**src/rtl/psec_ch_ctrl_if.sv**
```systemverilog
// Host-side bus of the PSEC channel controller: command channel and
// readout-word channel.
//
// Handshake semantics (both channels): a transfer happens on the rising CLK
// edge where VALID and READY are both high. The source holds VALID and its
// payload (CMD_OP, or DATA/DATA_SEL) stable until that edge. READY never
// depends combinationally on VALID. CMD_ERR is a one-cycle pulse following
// acceptance of a command that is illegal in the current state.
interface psec_ch_ctrl_if #(
    parameter int WORD_W = 10
);
    logic              CMD_VALID;
    logic [1:0]        CMD_OP;
    logic              CMD_READY;
    logic              CMD_ERR;
    logic              DATA_VALID;
    logic              DATA_READY;
    logic [WORD_W-1:0] DATA;
    logic [2:0]        DATA_SEL;

    // Host side
    modport master (
        output CMD_VALID, CMD_OP, DATA_READY,
        input  CMD_READY, CMD_ERR, DATA_VALID, DATA, DATA_SEL
    );

    // Controller side
    modport slave (
        input  CMD_VALID, CMD_OP, DATA_READY,
        output CMD_READY, CMD_ERR, DATA_VALID, DATA, DATA_SEL
    );
endinterface

```
**src/rtl/psec_ch_ctrl.sv**
```systemverilog
// PSEC channel controller: arms/stops a sampling channel with two-cycle
// instruction pulses and reads back its registers over a CLK/2 serial link.
// STATE_DBG exposes the FSM state for checkers.
module psec_ch_ctrl #(
    parameter int WORD_W    = 10,   // bits per serial word, must be >= 2
    parameter int NREG      = 6,    // registers read per readout
    parameter int AUTO_STOP = 1     // stop on synchronized STOP_REQUEST edge
) (
    input  logic       CLK,
    input  logic       RSTB,
    psec_ch_ctrl_if.slave host,
    input  logic       STOP_REQUEST,
    input  logic       CNT_SER,
    output logic       INST_START,
    output logic       INST_STOP,
    output logic       INST_READOUT,
    output logic [2:0] SELECT_REG,
    output logic       SPI_CLK,
    output logic       BUSY,
    output logic [3:0] STATE_DBG
);

    localparam int BW = $clog2(WORD_W);

    localparam logic [1:0] OP_START   = 2'b00;
    localparam logic [1:0] OP_STOP    = 2'b01;
    localparam logic [1:0] OP_READOUT = 2'b10;

    typedef enum logic [3:0] {
        IDLE    = 4'd0,
        START_P = 4'd1,
        ARMED   = 4'd2,
        STOP_P  = 4'd3,
        STOPPED = 4'd4,
        SEL     = 4'd5,
        RD_P    = 4'd6,
        SHIFT   = 4'd7,
        PUSH    = 4'd8,
        DONE    = 4'd9
    } state_t;

    state_t            state_q, state_d;
    logic              phase_q, phase_d;         // second cycle of a 2-cycle step
    logic [BW-1:0]     bit_cnt_q, bit_cnt_d;
    logic [2:0]        k_q, k_d;                 // register index being read
    logic [2:0]        sel_q, sel_d;
    logic [WORD_W-1:0] shreg_q, shreg_d;
    logic [WORD_W-1:0] data_q, data_d;
    logic [2:0]        data_sel_q, data_sel_d;
    logic              data_valid_q, data_valid_d;
    logic              spi_clk_q, spi_clk_d;
    logic              inst_start_q, inst_start_d;
    logic              inst_stop_q, inst_stop_d;
    logic              inst_readout_q, inst_readout_d;
    logic              cmd_err_q, cmd_err_d;
    logic              sync1_q, sync2_q, sync3_q;
    logic              rst_done_q;

    logic              idle_like;
    logic              cmd_ready;
    logic              cmd_acc;
    logic              stop_edge;
    logic [WORD_W-1:0] shift_in;

    // Commands are only taken in the resting states, and never in the
    // first cycle after reset release.
    assign idle_like = (state_q == IDLE) || (state_q == ARMED) || (state_q == STOPPED);
    assign cmd_ready = rst_done_q && idle_like;
    assign cmd_acc   = host.CMD_VALID && cmd_ready;
    assign stop_edge = sync2_q && !sync3_q;
    assign shift_in  = {shreg_q[WORD_W-2:0], CNT_SER};

    // Next-state and registered-output logic
    always_comb begin
        state_d    = state_q;
        phase_d    = 1'b0;
        bit_cnt_d  = bit_cnt_q;
        k_d        = k_q;
        shreg_d    = shreg_q;
        data_d     = data_q;
        data_sel_d = data_sel_q;
        spi_clk_d  = 1'b0;
        cmd_err_d  = 1'b0;

        case (state_q)
            IDLE: begin
                if (cmd_acc) begin
                    if (host.CMD_OP == OP_START) state_d = START_P;
                    else                         cmd_err_d = 1'b1;
                end
            end
            START_P: begin
                if (phase_q) state_d = ARMED;
                else         phase_d = 1'b1;
            end
            ARMED: begin
                // Host STOP and an auto-stop edge in the same cycle merge
                // into one STOP_P sequence.
                if (cmd_acc && host.CMD_OP == OP_STOP) begin
                    state_d = STOP_P;
                end else begin
                    if (cmd_acc) cmd_err_d = 1'b1;
                    if ((AUTO_STOP != 0) && stop_edge) state_d = STOP_P;
                end
            end
            STOP_P: begin
                if (phase_q) state_d = STOPPED;
                else         phase_d = 1'b1;
            end
            STOPPED: begin
                if (cmd_acc) begin
                    case (host.CMD_OP)
                        OP_START:   state_d = START_P;
                        OP_READOUT: begin
                            state_d = SEL;
                            k_d     = 3'd0;
                        end
                        default:    cmd_err_d = 1'b1;
                    endcase
                end
            end
            SEL: begin
                if (phase_q) state_d = RD_P;
                else         phase_d = 1'b1;
            end
            RD_P: begin
                if (phase_q) begin
                    state_d   = SHIFT;
                    spi_clk_d = 1'b1;
                    bit_cnt_d = '0;
                end else begin
                    phase_d = 1'b1;
                end
            end
            SHIFT: begin
                // Sample mid-bit, on the edge where SPI_CLK falls.
                if (!spi_clk_q) begin
                    spi_clk_d = 1'b1;
                end else begin
                    shreg_d = shift_in;
                    if (bit_cnt_q == BW'(WORD_W - 1)) begin
                        state_d    = PUSH;
                        data_d     = shift_in;
                        data_sel_d = k_q;
                    end else begin
                        bit_cnt_d = bit_cnt_q + BW'(1);
                    end
                end
            end
            PUSH: begin
                if (host.DATA_READY) begin
                    if (k_q == 3'(NREG - 1)) begin
                        state_d = DONE;
                    end else begin
                        k_d     = k_q + 3'd1;
                        state_d = SEL;
                    end
                end
            end
            DONE:    state_d = STOPPED;
            default: state_d = IDLE;
        endcase

        sel_d          = (state_d == SEL) ? k_d : sel_q;
        inst_start_d   = (state_d == START_P);
        inst_stop_d    = (state_d == STOP_P);
        inst_readout_d = (state_d == RD_P);
        data_valid_d   = (state_d == PUSH);
    end

    // State and output registers, async active-low reset
    always_ff @(posedge CLK or negedge RSTB) begin
        if (!RSTB) begin
            state_q        <= IDLE;
            phase_q        <= 1'b0;
            bit_cnt_q      <= '0;
            k_q            <= 3'd0;
            sel_q          <= 3'd0;
            shreg_q        <= '0;
            data_q         <= '0;
            data_sel_q     <= 3'd0;
            data_valid_q   <= 1'b0;
            spi_clk_q      <= 1'b0;
            inst_start_q   <= 1'b0;
            inst_stop_q    <= 1'b0;
            inst_readout_q <= 1'b0;
            cmd_err_q      <= 1'b0;
            rst_done_q     <= 1'b0;
        end else begin
            state_q        <= state_d;
            phase_q        <= phase_d;
            bit_cnt_q      <= bit_cnt_d;
            k_q            <= k_d;
            sel_q          <= sel_d;
            shreg_q        <= shreg_d;
            data_q         <= data_d;
            data_sel_q     <= data_sel_d;
            data_valid_q   <= data_valid_d;
            spi_clk_q      <= spi_clk_d;
            inst_start_q   <= inst_start_d;
            inst_stop_q    <= inst_stop_d;
            inst_readout_q <= inst_readout_d;
            cmd_err_q      <= cmd_err_d;
            rst_done_q     <= 1'b1;
        end
    end

    // STOP_REQUEST synchronizer plus edge-detect stage; runs in every state
    always_ff @(posedge CLK or negedge RSTB) begin
        if (!RSTB) begin
            sync1_q <= 1'b0;
            sync2_q <= 1'b0;
            sync3_q <= 1'b0;
        end else begin
            sync1_q <= STOP_REQUEST;
            sync2_q <= sync1_q;
            sync3_q <= sync2_q;
        end
    end

    assign host.CMD_READY  = cmd_ready;
    assign host.CMD_ERR    = cmd_err_q;
    assign host.DATA_VALID = data_valid_q;
    assign host.DATA       = data_q;
    assign host.DATA_SEL   = data_sel_q;
    assign INST_START      = inst_start_q;
    assign INST_STOP       = inst_stop_q;
    assign INST_READOUT    = inst_readout_q;
    assign SELECT_REG      = sel_q;
    assign SPI_CLK         = spi_clk_q;
    assign BUSY            = !idle_like;
    assign STATE_DBG       = state_q;

endmodule

```
**src/flat_wrapper.sv**
```systemverilog
// flat-port wrapper written by rule: the top's interface ports become plain ports
module psec_ch_ctrl_flat 
#(
    parameter int WORD_W    = 10,                                        
    parameter int NREG      = 6,                                 
    parameter int AUTO_STOP = 1                                              
)
  (CLK, RSTB, STOP_REQUEST, CNT_SER, INST_START, INST_STOP, INST_READOUT, SELECT_REG, SPI_CLK, BUSY, STATE_DBG, host_CMD_VALID, host_CMD_OP, host_DATA_READY, host_CMD_READY, host_CMD_ERR, host_DATA_VALID, host_DATA, host_DATA_SEL);
  psec_ch_ctrl_if #(.WORD_W(WORD_W)) host_i ();
  input  logic CLK;
  input  logic RSTB;
  input  logic STOP_REQUEST;
  input  logic CNT_SER;
  output logic INST_START;
  output logic INST_STOP;
  output logic INST_READOUT;
  output logic [2:0] SELECT_REG;
  output logic SPI_CLK;
  output logic BUSY;
  output logic [3:0] STATE_DBG;
  input wire logic [$bits(host_i.CMD_VALID)-1:0] host_CMD_VALID;
  input wire logic [$bits(host_i.CMD_OP)-1:0] host_CMD_OP;
  input wire logic [$bits(host_i.DATA_READY)-1:0] host_DATA_READY;
  output wire logic [$bits(host_i.CMD_READY)-1:0] host_CMD_READY;
  output wire logic [$bits(host_i.CMD_ERR)-1:0] host_CMD_ERR;
  output wire logic [$bits(host_i.DATA_VALID)-1:0] host_DATA_VALID;
  output wire logic [$bits(host_i.DATA)-1:0] host_DATA;
  output wire logic [$bits(host_i.DATA_SEL)-1:0] host_DATA_SEL;
  assign host_i.CMD_VALID = host_CMD_VALID;
  assign host_i.CMD_OP = host_CMD_OP;
  assign host_i.DATA_READY = host_DATA_READY;
  assign host_CMD_READY = host_i.CMD_READY;
  assign host_CMD_ERR = host_i.CMD_ERR;
  assign host_DATA_VALID = host_i.DATA_VALID;
  assign host_DATA = host_i.DATA;
  assign host_DATA_SEL = host_i.DATA_SEL;
  psec_ch_ctrl #(.WORD_W(WORD_W), .NREG(NREG), .AUTO_STOP(AUTO_STOP)) u_core (.CLK(CLK), .RSTB(RSTB), .host(host_i), .STOP_REQUEST(STOP_REQUEST), .CNT_SER(CNT_SER), .INST_START(INST_START), .INST_STOP(INST_STOP), .INST_READOUT(INST_READOUT), .SELECT_REG(SELECT_REG), .SPI_CLK(SPI_CLK), .BUSY(BUSY), .STATE_DBG(STATE_DBG));
endmodule
```
**config.mk**
```make
export PLATFORM = sky130hd
export DESIGN_NAME = psec_ch_ctrl_flat
export DESIGN_NICKNAME = d
export VERILOG_FILES = /design/src/rtl/psec_ch_ctrl_if.sv /design/src/rtl/psec_ch_ctrl.sv /design/src/flat_wrapper.sv
export SDC_FILE = /design/constraint.sdc
export NUM_CORES = 1
export LEC_CHECK = 0
export ABC_AREA = 1
export BUFFER_PORTS_ARGS = -buffer_cell sky130_fd_sc_hd__buf_4
export CORE_AREA = 2 2 70 72
export CTS_CLUSTER_DIAMETER = 60
export DETAILED_ROUTE_END_ITERATION = 6
export DIE_AREA = 0 0 72 74
export GPL_ROUTABILITY_DRIVEN = 0
export PLACE_DENSITY = 0.73
export SYNTH_ARGS = -nofsm -noshare
export SYNTH_HDL_FRONTEND = slang
export SYNTH_SLANG_ARGS = --single-unit
```
**constraint.sdc**
```tcl
create_clock -name CLK -period 1.6 [get_ports CLK]
set_input_delay 0.32 -clock CLK [delete_from_list [all_inputs] [get_ports CLK]]
set_output_delay 0.32 -clock CLK [all_outputs]
set_load 0.02 [all_outputs]
```
==> implementation parameters <==
Parameter                              Value

Timing
  Summed negative setup slack over all endpoints    -1010 ps
  Final worst path period share    105%
  Worst-margin pin slew    just under 600 ps
  Number of hold-slack violations in the final timing report    0
  Max transition margin    roughly 61%
  Final setup vio count    20
  Minimum period implied by the final worst setup slack    1680 ps
  Highest attainable clock frequency    between 500 and 600 MHz
  RSZ-0062 raised after global routing    true
  Final Worst Setup Slack    -83.5 ps
  Hold Slack    about 2.5 ps
  Maximum clock skew at final layout    12.3 ps
  Max-slew violation total from the final report    0

Place
  Placed Instance Area    between 0.002 and 0.003 mm²
  Count of input and output buffers    35
  Minimum setup slack after placement    -30.6 ps
  Dpl hpwl    between 3000 and 4000 µm
  Instance count after placement with tap cells included    between 300 and 400

Logic synthesis
  Share of the synthesized area in the top cell type    a little over half
  Cell type contributing the most total cell area after synthesis    sky130_fd_sc_hd__dfrtp_1
  Dominant cells by area after synthesis    sky130_fd_sc_hd__dfrtp_1 53%, sky130_fd_sc_hd__nand2_1 12%, sky130_fd_sc_hd__inv_1 4.6%
  Register bit count reported by yosys    47
  Net count after synthesis    between 200 and 300
  Instance count of the mapped netlist    about 260
  Post-synthesis cell type count    29
  Total of warnings raised by yosys    0
  Avg Inst Size Synth    between 8 and 9 µm²
  Portion of the post-synthesis area used by sequential elements    a little over half
  Mapped Area    approximately 0.0022 mm²

Setup path
  Required time at the worst-slack endpoint    around 1300 ps
  Sequence of cells on the critical path    nor2_4 > nand2_2 > nand2_4 > inv_2 > nor2_2 > buf_6
  Category of the most critical setup path    register to output pin
  CP arrival    ~1400 ps
  CP endpoint kind    output pin
  Maximum fanout along the worst path    5
  Master of the slowest instance on the critical path    sky130_fd_sc_hd__dfrtp_2
  Minimum setup slack among reg-to-reg paths    -70 ps
  Critical Path Max Stage Delay    470 ps
  Critical Path Start Type    register

Status
  Result of the run    finished with violations
  Failing checks    negative setup slack

Route
  DRC violations left    0
  Overall routed net length    between 5000 and 6000 µm
  First drt pass iteration count    4
  Detailed Route Iter0 Violations    142
  Vias per cell    5.26
  Wire length per cell after detailed routing    approximately 14 µm
  Number of nets with antenna violations after routing    0
  Via Count    roughly 2000

Final layout
  Commonest cells after routing, fill and taps aside    55 x sky130_fd_sc_hd__buf_4, 49 x sky130_fd_sc_hd__nand2_1, 43 x sky130_fd_sc_hd__dfrtp_1
  Number of fill cells in the layout    between 300 and 400
  Most common library cell in the layout ignoring fill and taps    sky130_fd_sc_hd__buf_4
  Layout Area Growth over Synthesis    43.1%
  Summed area of non-filler cells in the final layout    between 0.003 and 0.004 mm²
  Fraction of final layout cells sized beyond drive strength 1    43.4%
  Finished Layout Cells    between 300 and 400
  Final layout net count    336
  Inserted Diodes    0

GRT
  Number of global-route vias before repair    between 1500 and 2000
  Pin count of the biggest net entering global routing    48
  Total congestion overflow after global routing    0
  Global-route wire length before repair    a little over 8000 µm
  Total routing resource utilization after global routing    around a fifth
  Initial antenna violation count    0

Clock network
  Number of hold buffers added after cts    0
  H-tree depth reported by CTS    2
  Clock sink total    between 40 and 50
  Latest clock arrival within the worst-skew pair    between 300 and 400 ps
  Number of buffers created by CTS    5
  Clock-pin slew on the worst setup and hold paths    roughly 100 ps
  CTS tree    done
  CTS Buffer Depth    2
  Root Driver    sky130_fd_sc_hd__clkbuf_8

Floorplanning
  Core Box Area    between 0.004 and 0.005 mm²
  Site row count    25
  Count of boundary I/O pins    36
  Die extent in y    74 µm
  Die Footprint    approximately 0.0053 mm²
  Horiz. Die Dim    72 µm
  Initial core utilization    about 48%

Power
  Leakage component of the power    roughly 1.6 nW
  Max rail drop VDD    0.000632 V
  Power density relative to cell area    1320 mW/mm²

Worst hold path
  Worst min path class    input port to async pin

Run
  Max-capacitance violation count    0
[final timing paths]
check                                              start                              end  cells after the start
min reg2reg                     u_core.sync1_q$_DFF_PN0_         u_core.sync2_q$_DFF_PN0_                      0
max reg2reg                u_core.STATE_DBG[3]$_DFF_PN0_  u_core.host.DATA[9]$_DFFE_PN0P_                      7
min in group CLK                            STOP_REQUEST         u_core.sync1_q$_DFF_PN0_                      1
max in group asynchronous                           RSTB    u_core.STATE_DBG[3]$_DFF_PN0_                      1
max                        u_core.STATE_DBG[1]$_DFF_PN0_                   host_CMD_READY                      6
min                                                 RSTB         u_core.SPI_CLK$_DFF_PN0_                      1
[through the flow]
step	total power, mW	utilization [%]
CTS	3.97	62.2
finish	4.18	68.8
global placement	2.98	57.9
global route	4.45	68.8
detailed placement	3.02	57.9
floorplan	2.37	-
[synthesized netlist by cell type, drive strengths merged]
cell     n
a21oi    7
and2     1
and3b    1
buf      5
clkbuf   1
conb     1
dfrtp   47
ha       4
inv     31
mux2     2
nand2   74
nand3   20
nand4    8
nor2    16
nor3     5
o211ai   3
o21a     1
o21ai   26
o22ai    1
xnor2    1
xor2     1
[flip-flops by register name (all words and copies together), names as in the netlist, 3 cells and up]
name,count
u_core.SELECT_REG,3
u_core.STATE_DBG,4
u_core.bit_cnt_q,4
u_core.host.DATA,10
u_core.host.DATA_SEL,3
u_core.k_q,3
u_core.shreg_q,9
[layer usage]
metal / up-vias / share of wire (%) / global-route usage, %
li1: 964 / - / -
met3: 13 / 4.7 / 5.01
met5: - / 0 / 0
met4: 0 / 2.0 / 7.76
met1: 956 / 44 / 25.8
met2: 60 / 50 / 32.6
[cell type report]
| class | count | area (µm²) | area share [%] |
|---|---|---|---|
| Sequential cell | 47 | 1180 | 37.4 |
| Timing Repair Buffer | 67 | 578 | 18.3 |
| Clock buffer | 5 | 68.8 | 2.18 |
| Inverter | 31 | 116 | 3.68 |
| Tap cell | 54 | 67.6 | 2.14 |
| Clock inverter | 3 | 27.5 | 0.871 |
| Multi-Input combinational cell | 172 | 1120 | 35.5 |
[cells by family after synthesis]
group                    count (synthesis)  share of synthesized area, %
AND/OR/NAND/NOR                        125                          26.6
other                                    1                         0.170
flip-flops                              47                          53.2
adder cells (fa/ha/maj)                  4                          2.27
AO/OA/AOI/OAI                           38                          9.12
multiplexers                             2                          1.02
XOR/XNOR                                 2                         0.793
buffers and inverters                   37                          6.79
[critical path: cells and delay by family, from the launching register on]
kind	cells	cell delay [ps]
flip-flops	1	470
AND/OR/NAND/NOR	4	420
buffers and inverters	2	170
[power by group]
part           total, mW  switching [mW]  leakage [nW]  internal (mW)
Sequential          1.49           0.148         0.618           1.34
Clock              0.778           0.453        0.0467          0.324
Combinational       1.92            1.09         0.932          0.823
Total               4.18            1.69          1.60           2.49
[repair_timing]
item	CTS	global route
pin swaps	10	17
gates cloned	0	1
buffers inserted	6	6
endpoints found under the setup margin	8	25
resized for setup	17	67
Power figures use the tool's default switching activity.
